$ cat config.mk
export PLATFORM = sky130hd
export DESIGN_NAME = ysyx_23060201_lsu
export DESIGN_NICKNAME = d
export VERILOG_FILES = /design/src/rtl/ysyx_23060201_lsu.sv
export SDC_FILE = /design/constraint.sdc
export NUM_CORES = 1
export LEC_CHECK = 0
export ABC_CLOCK_PERIOD_IN_PS = 4550
export BUFFER_PORTS_ARGS = -buffer_cell sky130_fd_sc_hd__buf_2
export CAP_MARGIN = 10
export CELL_PAD_IN_SITES_DETAIL_PLACEMENT = 1
export CELL_PAD_IN_SITES_GLOBAL_PLACEMENT = 2
export CORE_MARGIN = 1
export CORE_UTILIZATION = 29
export DETAILED_ROUTE_END_ITERATION = 8
export PLACE_DENSITY_LB_ADDON = 0.1
export RECOVER_POWER = 25
export SETUP_SLACK_MARGIN = 0.1
export SLEW_MARGIN = 10
export SYNTH_ARGS = -nofsm -noshare
export SYNTH_HDL_FRONTEND = slang
export SYNTH_SLANG_ARGS = --single-unit
$ cat constraint.sdc
create_clock -name i_clk -period 4.55 [get_ports i_clk]
set_clock_uncertainty 0.05 [all_clocks]
set_input_delay 0.2275 -clock i_clk [delete_from_list [all_inputs] [get_ports i_clk]]
set_output_delay 0.2275 -clock i_clk [all_outputs]
set_load 0.1 [all_outputs]
$ cat src/rtl/ysyx_23060201_lsu.sv
// Load/store unit: one EXU request at a time becomes a word-aligned bus access, result returned extended.
// Minimum 3 cycles accept->resp_valid (illegal requests answer in 1); bus and EXU outputs held until accepted.
module ysyx_23060201_lsu #(
  parameter int ADDR_WIDTH = 32,
  parameter int DATA_WIDTH = 32
) (
  input  logic                  i_clk,
  input  logic                  i_rst,
  input  logic                  i_req_valid,
  output logic                  o_req_ready,
  input  logic                  i_req_wen,
  input  logic [2:0]            i_req_func3,
  input  logic [ADDR_WIDTH-1:0] i_req_addr,
  input  logic [DATA_WIDTH-1:0] i_req_wdata,
  output logic                  o_resp_valid,
  input  logic                  i_resp_ready,
  output logic [DATA_WIDTH-1:0] o_resp_rdata,
  output logic                  o_resp_err,
  output logic                  o_bus_valid,
  input  logic                  i_bus_ready,
  output logic                  o_bus_wen,
  output logic [ADDR_WIDTH-1:0] o_bus_addr,
  output logic [DATA_WIDTH-1:0] o_bus_wdata,
  output logic [3:0]            o_bus_wmask,
  input  logic                  i_bus_rsp_valid,
  input  logic [DATA_WIDTH-1:0] i_bus_rdata,
  input  logic                  i_bus_rsp_err
);

  typedef enum logic [1:0] {S_IDLE, S_REQ, S_WAIT, S_RESP} state_t;

  state_t                r_state;
  logic [2:0]            r_func3;
  logic [1:0]            r_off;
  logic                  r_bus_wen;
  logic [ADDR_WIDTH-1:0] r_bus_addr;
  logic [DATA_WIDTH-1:0] r_bus_wdata;
  logic [3:0]            r_bus_wmask;
  logic [DATA_WIDTH-1:0] r_resp_rdata;
  logic                  r_resp_err;

  logic                  w_bad_func3;
  logic                  w_misalign;
  logic [3:0]            w_wmask;
  logic [DATA_WIDTH-1:0] w_wdata;
  logic [DATA_WIDTH-1:0] w_shift;
  logic [DATA_WIDTH-1:0] w_load_data;

  // func3[1:0] encodes access size for both loads and stores (0=byte, 1=half, 2=word)
  always_comb begin
    w_bad_func3 = i_req_wen ? (i_req_func3[2] || (i_req_func3[1:0] == 2'd3))
                            : ((i_req_func3 == 3'd3) || (i_req_func3 == 3'd6) || (i_req_func3 == 3'd7));
    w_misalign  = ((i_req_func3[1:0] == 2'd1) && i_req_addr[0]) ||
                  ((i_req_func3[1:0] == 2'd2) && (i_req_addr[1:0] != 2'd0));
    case (i_req_func3[1:0])
      2'd0: begin
        w_wmask = 4'b0001 << i_req_addr[1:0];
        w_wdata = {4{i_req_wdata[7:0]}};
      end
      2'd1: begin
        w_wmask = 4'b0011 << i_req_addr[1:0];
        w_wdata = {2{i_req_wdata[15:0]}};
      end
      default: begin
        w_wmask = 4'b1111;
        w_wdata = i_req_wdata;
      end
    endcase
  end

  always_comb begin
    w_shift = i_bus_rdata >> {r_off, 3'b000};
    case (r_func3)
      3'd0:    w_load_data = {{(DATA_WIDTH-8){w_shift[7]}}, w_shift[7:0]};
      3'd1:    w_load_data = {{(DATA_WIDTH-16){w_shift[15]}}, w_shift[15:0]};
      3'd4:    w_load_data = {{(DATA_WIDTH-8){1'b0}}, w_shift[7:0]};
      3'd5:    w_load_data = {{(DATA_WIDTH-16){1'b0}}, w_shift[15:0]};
      default: w_load_data = w_shift;
    endcase
  end

  always_ff @(posedge i_clk) begin
    if (i_rst) begin
      r_state      <= S_IDLE;
      r_func3      <= 3'd0;
      r_off        <= 2'd0;
      r_bus_wen    <= 1'b0;
      r_bus_addr   <= '0;
      r_bus_wdata  <= '0;
      r_bus_wmask  <= 4'd0;
      r_resp_rdata <= '0;
      r_resp_err   <= 1'b0;
    end else begin
      case (r_state)
        S_IDLE: begin
          if (i_req_valid) begin
            r_func3      <= i_req_func3;
            r_off        <= i_req_addr[1:0];
            r_resp_rdata <= '0;
            if (w_bad_func3 || w_misalign) begin
              r_resp_err <= 1'b1;
              r_state    <= S_RESP;
            end else begin
              r_resp_err  <= 1'b0;
              r_bus_wen   <= i_req_wen;
              r_bus_addr  <= {i_req_addr[ADDR_WIDTH-1:2], 2'b00};
              r_bus_wmask <= i_req_wen ? w_wmask : 4'd0;
              r_bus_wdata <= i_req_wen ? w_wdata : '0;
              r_state     <= S_REQ;
            end
          end
        end
        S_REQ: begin
          if (i_bus_ready) r_state <= S_WAIT;
        end
        S_WAIT: begin
          if (i_bus_rsp_valid) begin
            r_resp_err   <= i_bus_rsp_err;
            r_resp_rdata <= (i_bus_rsp_err || r_bus_wen) ? '0 : w_load_data;
            r_state      <= S_RESP;
          end
        end
        default: begin
          if (i_resp_ready) r_state <= S_IDLE;
        end
      endcase
    end
  end

  assign o_req_ready  = (r_state == S_IDLE);
  assign o_bus_valid  = (r_state == S_REQ);
  assign o_resp_valid = (r_state == S_RESP);
  assign o_bus_wen    = r_bus_wen;
  assign o_bus_addr   = r_bus_addr;
  assign o_bus_wdata  = r_bus_wdata;
  assign o_bus_wmask  = r_bus_wmask;
  assign o_resp_rdata = r_resp_rdata;
  assign o_resp_err   = r_resp_err;

endmodule

==> results of run 1 <==
-- registers in the layout, indices dropped and copies added, names as in the netlist --
register      count
o_bus_addr       30
o_bus_wdata      32
o_bus_wen         1
o_bus_wmask       4
o_resp_err        1
o_resp_rdata     32
r_func3           3
r_off             2
r_state           2
-- synth_stat cells (9+ instances only) --
cell type | number | share of area, %
nand2_1 | 97 | 7.5
nor3_1 | 10 | 1.0
o31ai_1 | 9 | 1.4
o21ai_0 | 24 | 2.5
dfxtp_1 | 107 | 44
a21oi_1 | 65 | 6.7
buf_2 | 11 | 1.1
a221o_1 | 9 | 1.8
clkbuf_1 | 28 | 2.2
mux2i_1 | 33 | 6.8
nor2_1 | 18 | 1.4
nand3_1 | 29 | 3.0
-- power groups by stage --
stage	Combinational, W	Sequential, W	Clock (W)
2_1_floorplan	0.000622	0.00141	0
3_3_place_gp	0.00116	0.00106	0
3_5_place_dp	0.00117	0.00106	0
4_1_cts	0.00117	0.00104	0.000782
5_1_grt	0.00123	0.00105	0.000822
6_report	0.00115	0.00104	0.000756
-- worst max-delay path: cells and delay by family, from the launching register on --
kind                     cells  cell delay, ps
buffers and inverters        2             550
flip-flops                   1             380
adder cells (fa/ha/maj)      1             340
AND/OR/NAND/NOR              2             400
AO/OA/AOI/OAI                2             950
-- layout make-up --
type	instances	area (sq um)	area share (%)
multi-input cells	386	2490	40.1
flip-flops and latches	107	2140	34.5
repair buffers	214	1020	16.4
well taps	220	275	4.43
clock buffers	10	239	3.85
clock inverters	5	36.3	0.584
inverters	3	11.3	0.181
-- metal layers --
metal	vias to the layer above	part of all wire [%]
met5	-	0.048
met4	2	1.4
met3	18	6.8
met2	148	49
met1	2273	43
li1	2305	-
-- final timing paths --
check	startpoint	to	slack, ps	cells after the start
max	r_state[0]	o_bus_addr[29]	1790	7
min reg2reg	o_bus_addr[2]	o_bus_addr[2]	410	2
min	i_req_addr[28]	o_bus_addr[28]	60	3
max reg2reg	r_state[0]	o_bus_addr[29]	1790	7
-- cell families (layout without fill, tap and decap cells) --
kind of cell / count (synthesis) / count (layout) / synth area share, %
adders and majority gates: 4 / 4 / 1.03
and+or+nand+nor: 180 / 180 / 17.3
AOI/OAI and AO/OA: 151 / 151 / 20.1
muxes: 49 / 49 / 12.3
DFF: 107 / 107 / 43.9
other: 1 / 2 / 0.0769
buffers and inverters: 53 / 232 / 5.21
-- per-stage QoR --
| stage | std cells | util [%] | total power, W |
|---|---|---|---|
| finish | 945 | 37.6 | 0.00295 |
| global route | 945 | 37.6 | 0.00311 |
| CTS | 945 | 38.0 | 0.00300 |
| detailed placement | 930 | 36.3 | 0.00224 |
| global placement | 930 | 36.3 | 0.00222 |
| floorplan | 546 | - | 0.00203 |
==> flow_metrics.env, run 1 <==
export IMPL_via_per_inst=5.02
export IMPL_clock_fmax_mhz=363
export IMPL_powerDensity_nw_per_um2=475
export IMPL_critPathMaxStageDelay_ps=790
export IMPL_cts_setup_buffers=0
export IMPL_die_x_um=132
export IMPL_gr_usage_met2_pct=32.8
export IMPL_tightest_slew_ps=1230
export IMPL_slew_headroom_pct=18.5
export IMPL_clkPwrFrac_pct=25.6
export IMPL_fin_crit_ps=2760
export IMPL_worstPathMaxFanout=54
export IMPL_use_met3_pct=5.32
export IMPL_placed_area_sq_um=6000
export IMPL_cts_root_buf="clkbuf_16"
export IMPL_cts_tree="built"
export IMPL_layout_area_overhead_vs_synth_pct=27.5
export IMPL_slowest_stage="a21o_2"
export IMPL_die_area_sq_um=17300
export IMPL_ir_worst_vdd_mv=0.179
export IMPL_netlist_area_sq_um=4870
export IMPL_grt_max_degree=56
export IMPL_antenna_found_initial=2
export IMPL_grt_pass1_vias=4815
export IMPL_post_synth_cell_area_avg_sq_um=8.94
export IMPL_crit_type="flip-flop to flip-flop"
export IMPL_hold_class="primary input to flip-flop"
export IMPL_core_area_sq_um=16500
export IMPL_fin_nets=832
export IMPL_drive_above_1_share_pct=29.1
export IMPL_grt_pass1_wl_mm=25.7
export IMPL_final_hold_violation_count=0
export IMPL_outcome="finished, final reports clean"
export IMPL_grt_total_usage_pct=18.9
export IMPL_synth_seq_cells=107
export IMPL_port_buffers=209
export IMPL_final_cell_mix="buf_2, dfxtp_1, nand2_1"
export IMPL_num_rows=47
export IMPL_intPower_w=0.00166
export IMPL_synth_edf_count=0
export IMPL_setup_violations_final=0
export IMPL_layout_commonest_cell="buf_2"
export IMPL_via_count=4746
export IMPL_swShare_pct=43.8
export IMPL_n_antenna_cell=0
export IMPL_detailed_place_hpwl_mm=12.1
export IMPL_clk_path_buf_depth=2
export IMPL_synth_cells=545
export IMPL_boundaryPins=212
export IMPL_ant_nets=0
export IMPL_initial_core_util_pct=29.5
export IMPL_synth_top_flop_cell="dfxtp_1"
export IMPL_cp_cell_sequence="inv_1 -> ha_1 -> nand2_1 -> a21o_2 -> buf_4 -> nand2_1 -> a21oi_1"
export IMPL_postCtsHoldBufs=0
export IMPL_drc_errors=0
export IMPL_fill_cells=2056
export IMPL_fin_tns_setup_ps=0
export IMPL_htree_levels=3
export IMPL_dr_pass1_iters=4
export IMPL_seqPwrFrac_pct=35.3
export IMPL_fin_ws_ps=1790
export IMPL_cts_buffers=9
export IMPL_holdWs_ps=59.2
export IMPL_cp_start_kind="flip-flop"
export IMPL_required_ps=4780
export IMPL_final_area_sq_um=6210
export IMPL_synth_cell_types=50
export IMPL_clk_latency_ps=350
export IMPL_die_y_um=132
export IMPL_p_comb_share_pct=39.1
export IMPL_grt_setup_unrepaired="false"
export IMPL_switchingPower_w=0.00129
export IMPL_ys_warn_count=0
export IMPL_grt_ovfl_total=0
export IMPL_finalWirelength_mm=16.5
export IMPL_path_clk_slew_ps=80
export IMPL_seq_area_frac_synth_pct=43.9
export IMPL_end_kind="flip-flop"
export IMPL_dp_slack_ps=1420
export IMPL_drt_iter0_drc=165
export IMPL_async_flop_share_pct=0
export IMPL_place_gp_congestion=0.831
export IMPL_finalCritPeriodShare_pct=60.6
export IMPL_drv_slew=0
export IMPL_p_leak_nw=2.49
export IMPL_met1_usage_pct=22.3
export IMPL_cts_resized=0
export IMPL_cts_sinks=107
export IMPL_worstPathArrival_ps=2990
export IMPL_wl_per_cell_um=17.5
export IMPL_max_cap_violations=0
export IMPL_busiest_layer="met2"
export IMPL_cp_common_cell="nand2_1"
Note: power is estimated with default switching activity, not from simulation.
==> inputs of run 2 (changes only) <==
ABC_CLOCK_PERIOD_IN_PS = 2600   (was 4550)
CORE_UTILIZATION = 27   (was 29)
clock period = 2.6 ns   (was 4.55 ns; I/O delays follow)
==> flow_metrics.env, run 2 (same netlist as run 1, synthesis figures left out) <==
export IMPL_antenna_found_initial=2
export IMPL_worstPathMaxFanout=10
export IMPL_holdPathStages=3
export IMPL_clock_fmax_mhz=447
export IMPL_placed_area_sq_um=6080
export IMPL_grt_max_degree=84
export IMPL_place_gp_congestion=0.791
export IMPL_clk_latency_ps=350
export IMPL_max_cap_violations=0
export IMPL_cts_setup_buffers=0
export IMPL_worstPathArrival_ps=2480
export IMPL_fin_ws_ps=363
export IMPL_grt_total_usage_pct=18.4
export IMPL_grt_pass1_vias=5104
export IMPL_tightest_slew_ps=1230
export IMPL_finalPower_w=0.00546
export IMPL_cts_tree="built"
export IMPL_multi_input_area_sq_um=2510
export IMPL_detailed_place_hpwl_mm=12.4
export IMPL_final_area_sq_um=6660
export IMPL_fin_nets=868
export IMPL_grt_pass1_wl_mm=26.2
export IMPL_finalCritPeriodShare_pct=86.1
export IMPL_dp_slack_ps=221
export IMPL_grt_ovfl_total=0
export IMPL_num_rows=48
export IMPL_layout_area_overhead_vs_synth_pct=36.6
export IMPL_reg2regPathDepth=6
export IMPL_initial_core_util_pct=27.9
export IMPL_clk_path_buf_depth=2
export IMPL_clkPwrFrac_pct=27.8
export IMPL_htree_levels=3
export IMPL_via_per_inst=4.91
export IMPL_powerDensity_nw_per_um2=820
export IMPL_fill_cells=2115
export IMPL_cts_root_buf="clkbuf_16"
export IMPL_wl_per_cell_um=17.4
export IMPL_ir_worst_vdd_mv=0.463
export IMPL_path_clk_slew_ps=70
export IMPL_intPower_w=0.00318
export IMPL_cts_buffers=9
export IMPL_layout_commonest_cell="buf_2"
export IMPL_crit_type="flip-flop to flip-flop"
export IMPL_final_cell_mix="buf_2, dfxtp_1, nand2_1"
export IMPL_fin_crit_ps=2240
export IMPL_p_leak_nw=2.68
export IMPL_end_kind="flip-flop"
export IMPL_boundaryPins=212
export IMPL_switchingPower_w=0.00228
export IMPL_outcome="finished, final reports clean"
export IMPL_ant_nets=0
export IMPL_hold_class="primary input to flip-flop"
export IMPL_p_comb_share_pct=38.7
export IMPL_die_area_sq_um=18600
export IMPL_drt_iter0_drc=170
export IMPL_required_ps=2840
export IMPL_die_y_um=136
export IMPL_port_buffers=209
export IMPL_cp_start_kind="flip-flop"
export IMPL_drc_errors=0
export IMPL_final_hold_violation_count=0
export IMPL_dr_pass1_iters=4
export IMPL_die_x_um=136
export IMPL_setup_violations_final=0
export IMPL_cts_sinks=107
export IMPL_seqPwrFrac_pct=33.4
export IMPL_core_area_sq_um=17500
export IMPL_via_count=4852
export IMPL_drive_above_1_share_pct=28.5
export IMPL_drv_slew=0
export IMPL_slew_headroom_pct=18.3
export IMPL_finalWirelength_mm=17.2
export IMPL_grt_setup_unrepaired="false"
export IMPL_swShare_pct=41.8
export IMPL_fin_tns_setup_ps=0
export IMPL_seq_area_sq_um=2140
[run 2: metrics by stage]
stage | std cells | util (%) | hold WS (ps)
2_1_floorplan | 546 | - | 216
3_3_place_gp | 940 | 34.8 | 320
3_5_place_dp | 940 | 34.8 | 332
4_1_cts | 987 | 38.5 | 1.21
5_1_grt | 987 | 38.1 | 31.2
6_report | 988 | 38.1 | 13.8
[run 2: final timing paths]
kind,slack [ps],from,endpoint
setup reg to reg,360,r_state[0],o_resp_rdata[31]
setup / recovery,360,r_state[0],o_resp_rdata[31]
hold reg to reg,400,o_bus_wmask[0],o_bus_wmask[0]
hold / removal,10,i_req_func3[2],r_func3[2]
[run 2: critical path, stage by stage, from the launching register on]
cell      delay (ps)
dfxtp_1          350
inv_1            130
ha_1             240
nor4bb_1         300
or3b_4           520
nor3b_4          370
a221o_1          210
[run 2: metal layers]
layer | track usage [%] | routed length, um
met1 | 20.2 | 6860
met2 | 33.0 | 8620
met3 | 5.63 | 1310
met4 | 6.98 | 373
met5 | 0 | 14
[run 2: layout make-up]
| type | instances | share of cell area [%] |
|---|---|---|
| multi-input combinational | 386 | 37.6 |
| clock buffer | 11 | 3.64 |
| sequential | 107 | 32.2 |
| antenna | 1 | 0.0376 |
| timing repair buffer | 250 | 20.9 |
| clock inverter | 5 | 1.24 |
| tap | 225 | 4.23 |
| inverter | 3 | 0.169 |
[run 2: power by group through the flow]
stage / Sequential [W] / Clock, W / Combinational (W)
after global placement: 0.00186 / 0 / 0.00208
after detailed placement: 0.00187 / 0 / 0.00211
final: 0.00183 / 0.00152 / 0.00212
after CTS: 0.00183 / 0.00157 / 0.00215
after floorplan: 0.00247 / 0 / 0.00112
after global routing: 0.00184 / 0.00162 / 0.00226
[run 2: what timing repair did]
| action | in CTS | in global routing |
|---|---|---|
| resized for setup | 0 | 1 |
| endpoints found under the hold margin | 31 | 0 |
| hold buffers | 31 | 0 |
| setup endpoints to repair | 0 | 11 |
==> inputs of run 3 (changes only) <==
ABC_CLOCK_PERIOD_IN_PS = 2200   (was 2600)
clock period = 2.2 ns   (was 2.6 ns; I/O delays follow)
==> flow_metrics.env, run 3 (same netlist as run 1, synthesis figures left out) <==
export IMPL_switchingPower_w=0.00273
export IMPL_placed_area_sq_um=6170
export IMPL_setup_violations_final=0
export IMPL_boundaryPins=212
export IMPL_core_area_sq_um=17500
export IMPL_grt_pass1_vias=5019
export IMPL_fill_cells=2091
export IMPL_final_hold_violation_count=0
export IMPL_via_count=4891
export IMPL_outcome="finished, final reports clean"
export IMPL_die_y_um=136
export IMPL_grt_ovfl_total=0
export IMPL_cts_root_buf="clkbuf_16"
export IMPL_cts_sinks=107
export IMPL_hold_class="primary input to flip-flop"
export IMPL_worstPathMaxFanout=16
export IMPL_drt_iter0_drc=181
export IMPL_intPower_w=0.00384
export IMPL_swShare_pct=41.6
export IMPL_ir_worst_vdd_mv=0.426
export IMPL_cts_buffers=9
export IMPL_layout_commonest_cell="buf_2"
export IMPL_fin_cells=998
export IMPL_drive_above_1_share_pct=30.7
export IMPL_drc_errors=0
export IMPL_die_x_um=136
export IMPL_tightest_slew_ps=1230
export IMPL_seqPwrFrac_pct=33.0
export IMPL_cts_tree="built"
export IMPL_via_per_inst=4.90
export IMPL_finalWirelength_mm=17.6
export IMPL_worstPathArrival_ps=2210
export IMPL_place_inst=948
export IMPL_final_cell_mix="buf_2, dfxtp_1, nand2_1"
export IMPL_drv_slew=0
export IMPL_critPathMaxStageDelay_ps=370
export IMPL_num_rows=48
export IMPL_ant_nets=0
export IMPL_path_clk_slew_ps=70
export IMPL_port_buffers=209
export IMPL_clkPwrFrac_pct=27.2
export IMPL_clock_fmax_mhz=495
export IMPL_place_gp_congestion=0.791
export IMPL_powerDensity_nw_per_um2=967
export IMPL_htree_levels=3
export IMPL_grt_setup_unrepaired="false"
export IMPL_crit_type="flip-flop to flip-flop"
export IMPL_grt_total_usage_pct=19.2
export IMPL_wl_per_cell_um=17.7
export IMPL_crit_family="simple AND/OR/NAND/NOR gates"
export IMPL_multi_input_area_sq_um=2530
export IMPL_clk_path_buf_depth=2
export IMPL_slowest_stage="dfxtp_2"
export IMPL_grt_pass1_wl_mm=27.3
export IMPL_slew_headroom_pct=18.4
export IMPL_finalPower_w=0.00657
export IMPL_detailed_place_hpwl_mm=12.8
export IMPL_end_kind="flip-flop"
export IMPL_path_buf_inv=2
export IMPL_cp_start_kind="flip-flop"
export IMPL_required_ps=2390
export IMPL_seq_area_sq_um=2140
export IMPL_p_leak_nw=2.74
export IMPL_fin_crit_ps=2020
export IMPL_clk_latency_ps=350
export IMPL_final_area_sq_um=6800
export IMPL_fin_nets=879
export IMPL_cp_cell_sequence="inv_2 -> ha_1 -> buf_4 -> nor2b_1 -> or3_4 -> and2_4 -> a221o_1"
export IMPL_dr_pass1_iters=4
export IMPL_max_cap_violations=0
export IMPL_layout_area_overhead_vs_synth_pct=39.4
export IMPL_cts_setup_buffers=0
export IMPL_holdWs_ps=14.4
export IMPL_initial_core_util_pct=27.9
export IMPL_p_comb_share_pct=39.8
export IMPL_die_area_sq_um=18600
export IMPL_finalCritPeriodShare_pct=91.8
export IMPL_antenna_found_initial=4
export IMPL_grt_max_degree=69
-- run 3: cell count changes in the layout (fill, tap and decap cells not counted), sizes merged --
cell / change
dlygate4sd3: +3
inv: -1
buf: +10
clkbuf: -3
clkinvlp: +1
-- run 3: worst register-to-register path, cell delays in order, from the launching register on --
cell	delay (ps)
dfxtp_2	370
inv_2	60
ha_1	210
buf_4	160
nor2b_1	140
or3_4	340
and2_4	230
a221o_1	360
-- run 3: cell type report --
class	instances	area share, %
multi-input cells	386	37.3
flip-flops and latches	107	31.6
repair buffers	261	22.0
well taps	225	4.14
clock buffers	10	3.52
clock inverters	5	1.25
inverters	3	0.166
diodes	1	0.0368
-- run 3: layer usage --
layer	track usage (%)	share of wire, %
met4	7.22	1.8
met2	32.6	49
met5	0	0.13
met3	5.18	7.1
met1	22.8	42
-- run 3: path summary, 6_finish.rpt --
path | to | depth (start not counted) | slack [ps] | startpoint
hold reg to reg | o_bus_addr[18] | 2 | 410 | o_bus_addr[18]
hold / removal | o_resp_rdata[31] | 2 | 10 | i_bus_rdata[31]
setup reg to reg | o_resp_rdata[24] | 7 | 180 | r_state[0]
setup / recovery | o_resp_rdata[24] | 7 | 180 | r_state[0]
-- run 3: what timing repair did --
action / 4_1_cts / 5_1_grt
resized for setup: 1 / 5
hold endpoints to repair: 34 / 0
pin swaps: 1 / 0
hold buffers: 34 / 0
setup endpoints to repair: 16 / 21
-- run 3: power groups by stage --
stage          clock network [W]  registers, W  logic, W
2_1_floorplan                  0       0.00292   0.00135
3_3_place_gp                   0       0.00221   0.00257
3_5_place_dp                   0       0.00221   0.00261
4_1_cts                  0.00185       0.00217   0.00267
5_1_grt                  0.00192       0.00218   0.00281
6_report                 0.00178       0.00217   0.00262
-- run 3: stage by stage --
| step | utilization (%) | worst slack (ps) | setup TNS [ps] |
|---|---|---|---|
| finish | 38.9 | 181 | 0 |
| global route | 38.9 | 104 | 0 |
| CTS | 39.1 | 156 | 0 |
| detailed placement | 35.3 | 55.8 | 0 |
| global placement | 35.3 | 148 | 0 |
| floorplan | - | -102 | -260 |
